## config.mk

```make
export PLATFORM = sky130hd
export DESIGN_NAME = decryption_dispatcher
export DESIGN_NICKNAME = d
export VERILOG_FILES = /design/src/rtl/decryption_dispatcher.sv
export SDC_FILE = /design/constraint.sdc
export NUM_CORES = 1
export LEC_CHECK = 0
export BUFFER_PORTS_ARGS = -buffer_cell sky130_fd_sc_hd__clkbuf_2
export CAP_MARGIN = 20
export CORE_ASPECT_RATIO = 0.7
export CORE_MARGIN = 3
export CORE_UTILIZATION = 45
export DETAILED_ROUTE_END_ITERATION = 8
export GPL_ROUTABILITY_DRIVEN = 1
export PLACE_DENSITY = 0.8
export SYNTH_ARGS = -nofsm -noshare
export SYNTH_HDL_FRONTEND = slang
export SYNTH_SLANG_ARGS = --single-unit
export TNS_END_PERCENT = 1
```

## constraint.sdc

```tcl
create_clock -name clk -period 1.9 [get_ports clk]
set_clock_uncertainty 0.1 [all_clocks]
set_input_delay 0.095 -clock clk [delete_from_list [all_inputs] [get_ports clk]]
set_output_delay 0.095 -clock clk [all_outputs]
set_load 0.02 [all_outputs]
```

## src/rtl/decryption_dispatcher.sv

```systemverilog
// ----------------------------------------------------------------------------
// Module      : decryption_dispatcher
// Description : Routes each encrypted message to one of three decryption
//               engines, runs the token/busy handshake and muxes the result.
// Revision    : 1.0 - initial release
// ----------------------------------------------------------------------------
`default_nettype none

module decryption_dispatcher #(
  parameter int                 D_WIDTH                = 8,
  parameter int                 MAX_NOF_CHARS          = 50,
  parameter logic [D_WIDTH-1:0] START_DECRYPTION_TOKEN = 8'hFA,
  parameter int                 START_TIMEOUT          = 16,
  parameter int                 CNT_WIDTH              = 8
) (
  input  logic                 clk,
  input  logic                 rst_n,
  input  logic [D_WIDTH-1:0]   data_i,
  input  logic                 valid_i,
  input  logic [1:0]           sel_i,
  output logic                 busy_o,
  output logic [D_WIDTH-1:0]   eng_data_o,
  output logic [2:0]           eng_valid_o,
  input  logic [2:0]           eng_busy_i,
  input  logic [3*D_WIDTH-1:0] eng_data_i,
  input  logic [2:0]           eng_valid_i,
  output logic [D_WIDTH-1:0]   data_o,
  output logic                 valid_o,
  output logic                 done_o,
  output logic                 err_o
);

  localparam logic [CNT_WIDTH-1:0] c_max_chars    = CNT_WIDTH'(MAX_NOF_CHARS);
  localparam logic [CNT_WIDTH-1:0] c_timeout_last = CNT_WIDTH'(START_TIMEOUT - 1);

  typedef enum logic [1:0] {
    IDLE       = 2'd0,
    FORWARD    = 2'd1,
    WAIT_START = 2'd2,
    DRAIN      = 2'd3
  } state_t;

  state_t               r_state;
  logic [1:0]           r_sel_q;
  logic [CNT_WIDTH-1:0] r_cnt;
  logic [CNT_WIDTH-1:0] r_tcnt;
  logic [D_WIDTH-1:0]   r_eng_data;
  logic [2:0]           r_eng_valid;
  logic [D_WIDTH-1:0]   r_data_o;
  logic                 r_valid_o;
  logic                 r_done;
  logic                 r_err;

  logic                 w_is_token;
  logic                 w_eng_busy;
  logic                 w_eng_valid;
  logic [D_WIDTH-1:0]   w_eng_data;

  function automatic logic [2:0] f_onehot(input logic [1:0] s);
    case (s)
      2'd0:    f_onehot = 3'b001;
      2'd1:    f_onehot = 3'b010;
      2'd2:    f_onehot = 3'b100;
      default: f_onehot = 3'b000;
    endcase
  endfunction

  assign w_is_token = (data_i == START_DECRYPTION_TOKEN);

  // Engine-side mux keyed by the select latched at message start
  always_comb begin
    w_eng_busy  = 1'b0;
    w_eng_valid = 1'b0;
    w_eng_data  = '0;
    case (r_sel_q)
      2'd0: begin
        w_eng_busy  = eng_busy_i[0];
        w_eng_valid = eng_valid_i[0];
        w_eng_data  = eng_data_i[0*D_WIDTH +: D_WIDTH];
      end
      2'd1: begin
        w_eng_busy  = eng_busy_i[1];
        w_eng_valid = eng_valid_i[1];
        w_eng_data  = eng_data_i[1*D_WIDTH +: D_WIDTH];
      end
      2'd2: begin
        w_eng_busy  = eng_busy_i[2];
        w_eng_valid = eng_valid_i[2];
        w_eng_data  = eng_data_i[2*D_WIDTH +: D_WIDTH];
      end
      default: begin
        w_eng_busy  = 1'b0;
        w_eng_valid = 1'b0;
        w_eng_data  = '0;
      end
    endcase
  end

  always_ff @(posedge clk) begin
    if (!rst_n) begin
      r_state     <= IDLE;
      r_sel_q     <= 2'd0;
      r_cnt       <= '0;
      r_tcnt      <= '0;
      r_eng_data  <= '0;
      r_eng_valid <= 3'b000;
      r_data_o    <= '0;
      r_valid_o   <= 1'b0;
      r_done      <= 1'b0;
      r_err       <= 1'b0;
    end else begin
      r_eng_valid <= 3'b000;
      r_done      <= 1'b0;
      r_err       <= 1'b0;
      r_valid_o   <= 1'b0;
      r_data_o    <= '0;

      if (r_state != IDLE) begin
        r_valid_o <= w_eng_valid;
        r_data_o  <= w_eng_valid ? w_eng_data : '0;
      end

      case (r_state)
        IDLE: begin
          // A lone token in IDLE is silently discarded
          if (valid_i && !w_is_token) begin
            if (sel_i == 2'd3) begin
              r_err <= 1'b1;
            end else begin
              r_sel_q     <= sel_i;
              r_cnt       <= CNT_WIDTH'(1);
              r_eng_data  <= data_i;
              r_eng_valid <= f_onehot(sel_i);
              r_state     <= FORWARD;
            end
          end
        end

        FORWARD: begin
          if (valid_i) begin
            if (w_is_token) begin
              r_eng_data  <= data_i;
              r_eng_valid <= f_onehot(r_sel_q);
              r_tcnt      <= '0;
              r_state     <= WAIT_START;
            end else if (r_cnt == c_max_chars) begin
              r_err <= 1'b1;
            end else begin
              r_eng_data  <= data_i;
              r_eng_valid <= f_onehot(r_sel_q);
              r_cnt       <= r_cnt + CNT_WIDTH'(1);
            end
          end
        end

        WAIT_START: begin
          if (valid_i) begin
            r_err <= 1'b1;
          end
          // Busy rising on the timeout cycle still counts as a start
          if (w_eng_busy) begin
            r_state <= DRAIN;
          end else if (r_tcnt == c_timeout_last) begin
            r_err   <= 1'b1;
            r_state <= IDLE;
          end else begin
            r_tcnt <= r_tcnt + CNT_WIDTH'(1);
          end
        end

        DRAIN: begin
          if (valid_i) begin
            r_err <= 1'b1;
          end
          if (!w_eng_busy) begin
            r_done  <= 1'b1;
            r_state <= IDLE;
          end
        end

        default: r_state <= IDLE;
      endcase
    end
  end

  assign busy_o      = (r_state == WAIT_START) || (r_state == DRAIN);
  assign eng_data_o  = r_eng_data;
  assign eng_valid_o = r_eng_valid;
  assign data_o      = r_data_o;
  assign valid_o     = r_valid_o;
  assign done_o      = r_done;
  assign err_o       = r_err;

endmodule

`default_nettype wire

```

==> run metrics, run 1 <==
share of flip-flops with an asynchronous set or reset=0%; CP cell instances=inv_1 > ha_1 > nand4b_1 > nor4_4 > a211o_1 > or3b_1 > a21oi_2; die width=86.2 um; met3 WL=315 um; biggest area consumer among synthesized cells=dfxtp_1; Port Buffers=65; Seq/Total Area, Yosys=41.5%; clock buffer depth=2; DRT met1 WL=2370 um; delay of the slowest critical-path stage=380 ps; via count=1,964; RSZ-0062 raised after global routing=true; Hold WC Path Type=in -> reg; WS Path Type=reg -> reg; Worst-path clk slew=80 ps; maximum clock rate=556 MHz; Psw=0.496 mW; EDFF count, synth=0; critical path required time=2020 ps; TritonCTS buffer count=5; Core ar.=4110 um^2; count leader, synth=nor2_1; CP arrival=1920 ps; HPWL after detailed placement=3570 um; Slew Limit Headroom=58.7%; Crit. Startpoint=r_cnt[0]$_SDFFE_PN0P_; First DRT Iteration DRCs=91; Worst setup SP type=register; CTS tree=yes; Clk pwr share=41.3%; largest cells by area after synthesis=dfxtp_1 (41%), mux2i_1 (8.9%), nor2_1 (8.1%); highest metal used=met4; Nets=372; cells after synthesis=239; Hold Path Depth=3; Tot GR Track Use=19.6%; WL per Instance=13.6 um; Worst R2R Setup Slack=100 ps; met2 routed WL=2420 um; total number of H-tree levels=2; clk_lat worst skew=290 ps; Netlist cell types=41; Slew @ Worst Pin=614 ps; Max Slew Vio Count=0; I/O pins=66; Synth Register Bits=42; sequential group share of total power=44.0%; first-pass GRT wire length=8640 um; Post-Syn Nets=285; worst r2r dst=r_cnt[1]$_SDFFE_PN0P_; leakage power=1.16 nW; CP endpoint kind=register; Starting Density=49.3%; crit share post-route=94.6%; clock sink total=42; Max-Cap Viols=0; Internal=1.61 mW; status=finished clean; largest net degree at the start of global routing=22; DR vias/cell=5.18; Syn Area/Cell=8.49 um^2; area grow syn2layout=35.7%; Cell Pwr Density=765 nW/um^2; dpl ws=13.2 ps; reg2reg path depth=7; fraction of layout cells with a size suffix above 1=28.1%; minimum clock period after layout=1800 ps; Setup Fix Bufs, Post-CTS=0; Synth Flop Type=dfxtp_1; clk root buf=clkbuf_8; Slowest cell on crit path=or3b_1; synthesized cell area=2030 um^2; die area=5360 um^2; Critical Path Fanout Max=5; Final Hold Fails=0; Antenna Cells=0; initial antenna violation count=0; Die Ht=62.2 um; setup TNS=0 ps; 1st-pass router iterations=4; residual overflow from global routing=0; YS warnings=0; CP Capture Point=r_cnt[1]$_SDFFE_PN0P_; placer congestion estimate=0.822; worst r2r src=r_cnt[0]$_SDFFE_PN0P_; count of final setup violators=0; post-route setup slack=102 ps; post-route ant nets=0; row count=19; synth cell count leaders=nor2_1 (44), dfxtp_1 (42), nand2_1 (23); Comb power frac=14.7%; final WL=5150 um; DRC errors left=0; share of the synthesized area in the top cell type=41.5%; peak supply drop=576 uV; number of global-route vias before repair=1,958; switching share of power=23.6%
[metrics by stage]
step	hold WS (ps)	utilization, %	area (um^2)	power [mW]	instances
floorplan	132	-	2030	1.11	239
global placement	220	59.3	2440	1.22	355
detailed placement	231	59.3	2440	1.23	355
CTS	42.3	66.7	2740	2.13	379
global route	54.2	66.9	2750	2.20	379
finish	55.0	66.9	2750	2.11	379
[power groups by stage]
stage / sequential, mW / combinational [mW] / clock [mW]
2_1_floorplan: 0.969 / 0.143 / 0
6_report: 0.926 / 0.310 / 0.869
3_5_place_dp: 0.946 / 0.279 / 0
5_1_grt: 0.931 / 0.340 / 0.933
4_1_cts: 0.926 / 0.307 / 0.892
3_3_place_gp: 0.946 / 0.272 / 0
[worst min path at each step]
stage	from	endpoint
2_1_floorplan	sel_i[1]	eng_valid_o[2]$_SDFF_PN0_
3_3_place_gp	eng_data_i[8]	data_o[0]$_SDFF_PN0_
3_5_place_dp	eng_data_i[12]	data_o[4]$_SDFF_PN0_
4_1_cts	sel_i[0]	eng_valid_o[1]$_SDFF_PN0_
5_1_grt	sel_i[1]	eng_valid_o[2]$_SDFF_PN0_
6_report	sel_i[1]	eng_valid_o[2]$_SDFF_PN0_
[cell families after synthesis]
family          count (synthesis)  synth area share (%)
simple gates                  111                  28.5
flops                          42                  41.5
compound gates                 40                  12.2
mux                            18                  8.88
buf+inv                        16                  3.27
xor+xnor                        9                  3.89
fa+ha+maj                       3                  1.85
[per-layer routing]
layer | track usage (%) | vias to the layer above
li1 | - | 1009
met3 | 5.28 | 5
met1 | 25.6 | 891
met2 | 31.8 | 59
met4 | 5.64 | 0
met5 | 0 | -
[cell usage in the layout (no fill, tap or decap), types with 3 or more instances in the layout]
cell type / n
inv_1: 7
or3_1: 4
nand2_1: 23
xnor2_1: 8
nor3_1: 10
a21oi_1: 18
clkbuf_2: 65
mux2i_1: 18
nand3_1: 8
nand4_1: 4
nand3b_1: 5
dfxtp_1: 40
dlygate4sd3_1: 16
nor2_1: 43
ha_1: 3
o21ai_0: 9
clkbuf_8: 6
buf_4: 8
[cell type report]
type,instances,area [um^2]
inverters,7,26.3
well taps,52,65.1
repair buffers,89,546
multi-input cells,181,1130
fillers,346,1360
flip-flops and latches,42,846
clock inverters,2,60.1
clock buffers,6,82.6
[sequential cells by signal, indices dropped and copies added, names as in the netlist]
| register | count |
|---|---|
| r_sel_q | 2 |
| done_o | 1 |
| r_tcnt | 8 |
| eng_valid_o | 3 |
| data_o | 8 |
| eng_data_o | 8 |
| r_state | 2 |
| valid_o | 1 |
| r_cnt | 8 |
| err_o | 1 |
[timing repair]
action                                 in CTS  in global routing
setup endpoints to repair                   1                  8
hold buffers                               16                  0
pin swaps                                   0                  3
resized for setup                           1                  4
endpoints found under the hold margin      16                  0
[critical path: cells and delay by family, from the launching register on]
kind | cells | cell delay [ps]
DFF | 1 | 370
adders and majority gates | 1 | 180
AOI/OAI and AO/OA | 2 | 450
buffers and inverters | 1 | 50
and+or+nand+nor | 3 | 570
Note: power is estimated with default switching activity, not from simulation.
==> inputs of run 2 (changes only) <==
--- a/config.mk
+++ b/config.mk
@@ -9,10 +9,10 @@
 export CAP_MARGIN = 20
 export CORE_ASPECT_RATIO = 0.7
 export CORE_MARGIN = 3
-export CORE_UTILIZATION = 45
+export CORE_UTILIZATION = 50
 export DETAILED_ROUTE_END_ITERATION = 8
 export GPL_ROUTABILITY_DRIVEN = 1
-export PLACE_DENSITY = 0.8
+export PLACE_DENSITY = 0.84
 export SYNTH_ARGS = -nofsm -noshare
 export SYNTH_HDL_FRONTEND = slang
 export SYNTH_SLANG_ARGS = --single-unit
==> constraint.sdc (replaced) <==
create_clock -name clk -period 2.1 [get_ports clk]
set_clock_uncertainty 0.1 [all_clocks]
set_input_delay 0.105 -clock clk [delete_from_list [all_inputs] [get_ports clk]]
set_output_delay 0.105 -clock clk [all_outputs]
set_load 0.02 [all_outputs]
==> run metrics, run 2 (synthesized netlist as in run 1, its figures left out) <==
initial antenna violation count=0 (unchanged); Clk pwr share=36.4% (-4.9 points); worst min-delay path endpoint=eng_valid_o[2]$_SDFF_PN0_; clock buffer depth=2 (unchanged); Comb power frac=15.2% (+0.5 points); post-route setup slack=143 ps (+41.3 ps); DRC errors left=0 (unchanged); First DRT Iteration DRCs=95 (+4.4%); WL per Instance=12.5 um (-7.9%); maximum clock rate=511 MHz (-8.1%); die width=82.1 um (-4.8%); reg2reg path depth=7 (unchanged); die area=4870 um^2 (-9.2%); Final Hold Fails=0 (unchanged); DR vias/cell=5.17 (-0.19%); Worst R2R Setup Slack=140 ps (+40 ps); Hold WC Path Type=in -> reg; Nets=367 (-1.3%); I/O pins=66 (unchanged); HPWL after detailed placement=3260 um (-8.6%); HP Start=sel_i[1]; Psw=0.438 mW (-12%); Max Slew Vio Count=0 (unchanged); leakage power=1.12 nW (-4.0%); critical path required time=2230 ps (+210 ps); Slew @ Worst Pin=584 ps (-29.6 ps); leading cell type in the layout, fill and taps excluded=clkbuf_2; crit share post-route=93.2% (-1.5 points); Worst setup SP type=register; highest-count cells in the layout ignoring fill and taps=clkbuf_2 (65), nor2_1 (44), dfxtp_1 (42); RSZ-0062 raised after global routing=false; clock sink total=42 (unchanged); Cell Pwr Density=650 nW/um^2 (-15%); final core utilization=71.8% (+4.9 points); status=finished clean; fraction of layout cells with a size suffix above 1=25.5% (-2.7 points); Starting Density=54.6% (+5.3 points); Internal=1.30 mW (-19%); clk_lat worst skew=300 ps (about the same); TritonCTS buffer count=5 (unchanged); clk root buf=clkbuf_8; first-pass GRT wire length=7290 um (-16%); CP endpoint kind=register; Die Ht=59.3 um (-4.6%); Setup Fix Bufs, Post-CTS=0 (unchanged); Worst-path clk slew=80 ps (about the same); count of final setup violators=0 (unchanged); placer congestion estimate=0.786 (-4.4%); Port Buffers=65 (unchanged); worst r2r src=r_cnt[0]$_SDFFE_PN0P_; worst r2r dst=r_cnt[1]$_SDFFE_PN0P_; largest net degree at the start of global routing=22 (unchanged); minimum clock period after layout=1960 ps (+159 ps); Hold Path Depth=3 (unchanged); switching share of power=25.2% (+1.7 points); row count=18 (-1); dpl ws=162 ps (+149 ps); post_cts resized=0 (-1); via count=1,924 (-2.0%); WS Path Type=reg -> reg; Tot GR Track Use=19.8% (+0.19 points); Critical Path Fanout Max=6 (+1); Pwr Total=1.73 mW (-18%); residual overflow from global routing=0 (unchanged); CP arrival=2080 ps (+160 ps); sequential group share of total power=48.4% (+4.4 points); Max-Cap Viols=0 (unchanged); setup TNS=0 ps (unchanged); area grow syn2layout=31.6%; number of global-route vias before repair=1,716 (-12%); CTS tree=yes; 1st-pass router iterations=5 (+1); Core ar.=3720 um^2 (-9.6%); Antenna Cells=0 (unchanged); Post-CTS Hold Buffers=16 (unchanged); peak supply drop=482 uV (-16%); post-route ant nets=0 (unchanged); WHS=57.0 ps (+1.99 ps); final WL=4650 um (-9.6%); total number of H-tree levels=2 (unchanged); Slew Limit Headroom=60.9% (+2.3 points)
## run 2: how the worst max path moves through the flow
stage                          startpoint                    end  depth (start not counted)
floorplan           r_cnt[0]$_SDFFE_PN0P_  r_cnt[1]$_SDFFE_PN0P_                          7
global placement    r_cnt[0]$_SDFFE_PN0P_  r_cnt[1]$_SDFFE_PN0P_                          7
detailed placement  r_cnt[0]$_SDFFE_PN0P_  r_cnt[1]$_SDFFE_PN0P_                          7
CTS                 r_cnt[0]$_SDFFE_PN0P_  r_cnt[1]$_SDFFE_PN0P_                          7
global route        r_cnt[0]$_SDFFE_PN0P_  r_cnt[1]$_SDFFE_PN0P_                          7
finish              r_cnt[0]$_SDFFE_PN0P_  r_cnt[1]$_SDFFE_PN0P_                          7
## run 2: cell type report
type	count	area, um^2
multi-input cells	181	1120
fillers	299	1050
flip-flops and latches	42	841
repair buffers	84	508
clock buffers	6	72.6
well taps	50	62.6
clock inverters	2	37.5
inverters	7	26.3
## run 2: per-stage QoR
step | cells | instance area [um^2]
floorplan | 239 | 2030
global placement | 348 | 2400
detailed placement | 348 | 2400
CTS | 372 | 2670
global route | 372 | 2670
finish | 372 | 2670
## run 2: layer usage
layer  routed length (um)  global-route usage [%]  vias up
met4                   66                    8.53        0
met3                  249                    4.71        7
met2                 2180                    33.5       51
met5                    0                       0        -
li1                     -                       -      994
met1                 2160                    24.2      872
## run 2: worst max-delay path: stages (launching register included)
cell      delay [ps]
dfxtp_1          390
inv_1             80
ha_1             200
nand4b_1         140
nor4_4            70
a211o_1          370
or3b_1           380
a21oi_1          140
## run 2: power by group through the flow
stage,clock [mW],combinational [mW],sequential [mW]
floorplan,0,0.129,0.877
global placement,0,0.234,0.858
detailed placement,0,0.238,0.858
CTS,0.648,0.263,0.840
global route,0.677,0.290,0.844
finish,0.631,0.264,0.840
==> inputs of run 3 (changes only) <==
--- a/config.mk
+++ b/config.mk
@@ -10,6 +10,7 @@
 export CORE_ASPECT_RATIO = 0.7
 export CORE_MARGIN = 3
 export CORE_UTILIZATION = 50
+export CTS_BUF_LIST = sky130_fd_sc_hd__clkbuf_2
 export DETAILED_ROUTE_END_ITERATION = 8
 export GPL_ROUTABILITY_DRIVEN = 1
 export PLACE_DENSITY = 0.84
==> run metrics, run 3 (synthesized netlist as in run 1, its figures left out) <==
status=finished clean; row count=18 (unchanged); peak supply drop=459 uV (-4.8%); via count=1,965 (+2.1%); Psw=0.438 mW (about the same); WS Path Type=reg -> reg; number of global-route vias before repair=1,815 (+5.8%); Slowest cell on crit path=dfxtp_2; CP cell instances=inv_1 > ha_1 > nand4b_1 > nor4_4 > a211o_1 > or3b_1 > a21oi_1; placer congestion estimate=0.786 (unchanged); residual overflow from global routing=0 (unchanged); CP arrival=2170 ps (+90 ps); # placed instances=348 (unchanged); Final Hold Fails=0 (unchanged); final core utilization=73.7% (+1.9 points); Slew Limit Headroom=62.4% (+1.4 points); First DRT Iteration DRCs=88 (-7.4%); clk_lat worst skew=420 ps (+120 ps); Internal=1.18 mW (-9.3%); fraction of layout cells with a size suffix above 1=25.5% (+0.060 points); final WL=4740 um (+2.0%); minimum clock period after layout=1920 ps (-39.9 ps); Slew @ Worst Pin=559 ps (-25.4 ps); total number of H-tree levels=2 (unchanged); first-pass GRT wire length=7580 um (+3.9%); initial antenna violation count=0 (unchanged); Cell Pwr Density=589 nW/um^2 (-9.3%); Worst Path Buf+Inv=1 (unchanged); Core ar.=3720 um^2 (unchanged); dpl ws=162 ps (unchanged); setup TNS=0 ps (unchanged); RSZ-0062 raised after global routing=false; DRC errors left=0 (unchanged); Die Ht=59.3 um (unchanged); post-route ant nets=0 (unchanged); Port Buffers=65 (unchanged); area grow syn2layout=35.1%; Tot GR Track Use=20.4% (+0.61 points); switching share of power=27.1% (+1.9 points); delay of the slowest critical-path stage=400 ps (about the same); Worst setup SP type=register; post-route setup slack=183 ps (+39.9 ps); maximum clock rate=522 MHz (+2.1%); Setup Fix Bufs, Post-CTS=0 (unchanged); die width=82.1 um (unchanged); I/O pins=66 (unchanged); WL per Instance=12.4 um (-0.97%); Worst R2R Setup Slack=180 ps (+40 ps); highest-count cells in the layout ignoring fill and taps=clkbuf_2 (71), nor2_1 (43), dfxtp_1 (41); TritonCTS buffer count=5 (unchanged); Critical Path Fanout Max=6 (unchanged); leading cell type in the layout, fill and taps excluded=clkbuf_2; Comb power frac=18.3% (+3.1 points); cell family with most CP delay=simple AND/OR/NAND/NOR gates; Cell Count, Final, Fillers Out=383 (+3.0%); sequential group share of total power=52.2% (+3.8 points); largest net degree at the start of global routing=22 (unchanged); CP endpoint kind=register; count of final setup violators=0 (unchanged); clock buffer depth=2 (unchanged); Clk pwr share=29.5% (-6.9 points); clock sink total=42 (unchanged); Nets=378 (+3.0%); die area=4870 um^2 (unchanged); Max Slew Vio Count=0 (unchanged); leakage power=1.15 nW (+2.9%); crit share post-route=91.3% (-1.9 points); Worst-path clk slew=220 ps (+140 ps); Hold WC Path Type=in -> reg; critical path required time=2350 ps (+120 ps); DR vias/cell=5.13 (-0.80%); clk root buf=clkbuf_2; Max-Cap Viols=0 (unchanged); CTS tree=yes; Antenna Cells=0 (unchanged); HPWL after detailed placement=3260 um (unchanged); Starting Density=54.6% (unchanged); 1st-pass router iterations=4 (-1)
## run 3: cell types whose count changed in the layout (fill, tap and decap cells not counted)
cell	before	now
clkbuf_1	1	0
dfxtp_2	0	1
clkbuf_2	65	71
nor2_2	0	1
dlygate4sd3_1	16	27
dfxtp_1	42	41
clkbuf_8	5	0
nor2_1	44	43
## run 3: final cells by class
class	count	area, um^2
clock buffers	6	30.0
fillers	280	976
clock inverters	2	37.5
inverters	7	26.3
flip-flops and latches	42	842
multi-input cells	181	1120
well taps	50	62.6
repair buffers	95	618
## run 3: final timing paths
path / startpoint / endpoint / depth (start not counted)
setup / recovery: r_cnt[0]$_SDFFE_PN0P_ / r_cnt[1]$_SDFFE_PN0P_ / 7
hold / removal: rst_n / eng_data_o[6]$_SDFFE_PN0P_ / 3
setup reg to reg: r_cnt[0]$_SDFFE_PN0P_ / r_cnt[1]$_SDFFE_PN0P_ / 7
hold reg to reg: eng_data_o[6]$_SDFFE_PN0P_ / eng_data_o[6]$_SDFFE_PN0P_ / 2
## run 3: timing repair
item,in CTS,in global routing
hold endpoints to repair,24,0
resized for setup,0,2
endpoints found under the setup margin,0,9
hold buffers,27,0
## run 3: power by group through the flow
stage	combinational, mW	clock [mW]	sequential, mW
final	0.295	0.476	0.843
after global routing	0.324	0.519	0.848
after CTS	0.292	0.487	0.842
after detailed placement	0.238	0	0.858
after global placement	0.234	0	0.858
after floorplan	0.129	0	0.877
## run 3: per-layer routing
layer,up-vias,part of all wire [%],global-route usage [%]
met1,888,46,24.1
met2,45,47,35.2
li1,1020,-,-
met3,12,4.7,5.32
met4,0,2.1,8.77
met5,-,0,0
## run 3: worst register-to-register path: stages (launching register included)
cell and delay (ps):
dfxtp_2 400, inv_1 70, ha_1 190, nand4b_1 140, nor4_4 70, a211o_1 370, or3b_1 380, a21oi_1 140
## run 3: stage by stage
step / power [mW] / hold slack (ps) / cell area, um^2
floorplan: 1.01 / 142 / 2030
global placement: 1.09 / 230 / 2400
detailed placement: 1.10 / 240 / 2400
CTS: 1.62 / 31.6 / 2740
global route: 1.69 / 50.2 / 2740
finish: 1.61 / 41.3 / 2740
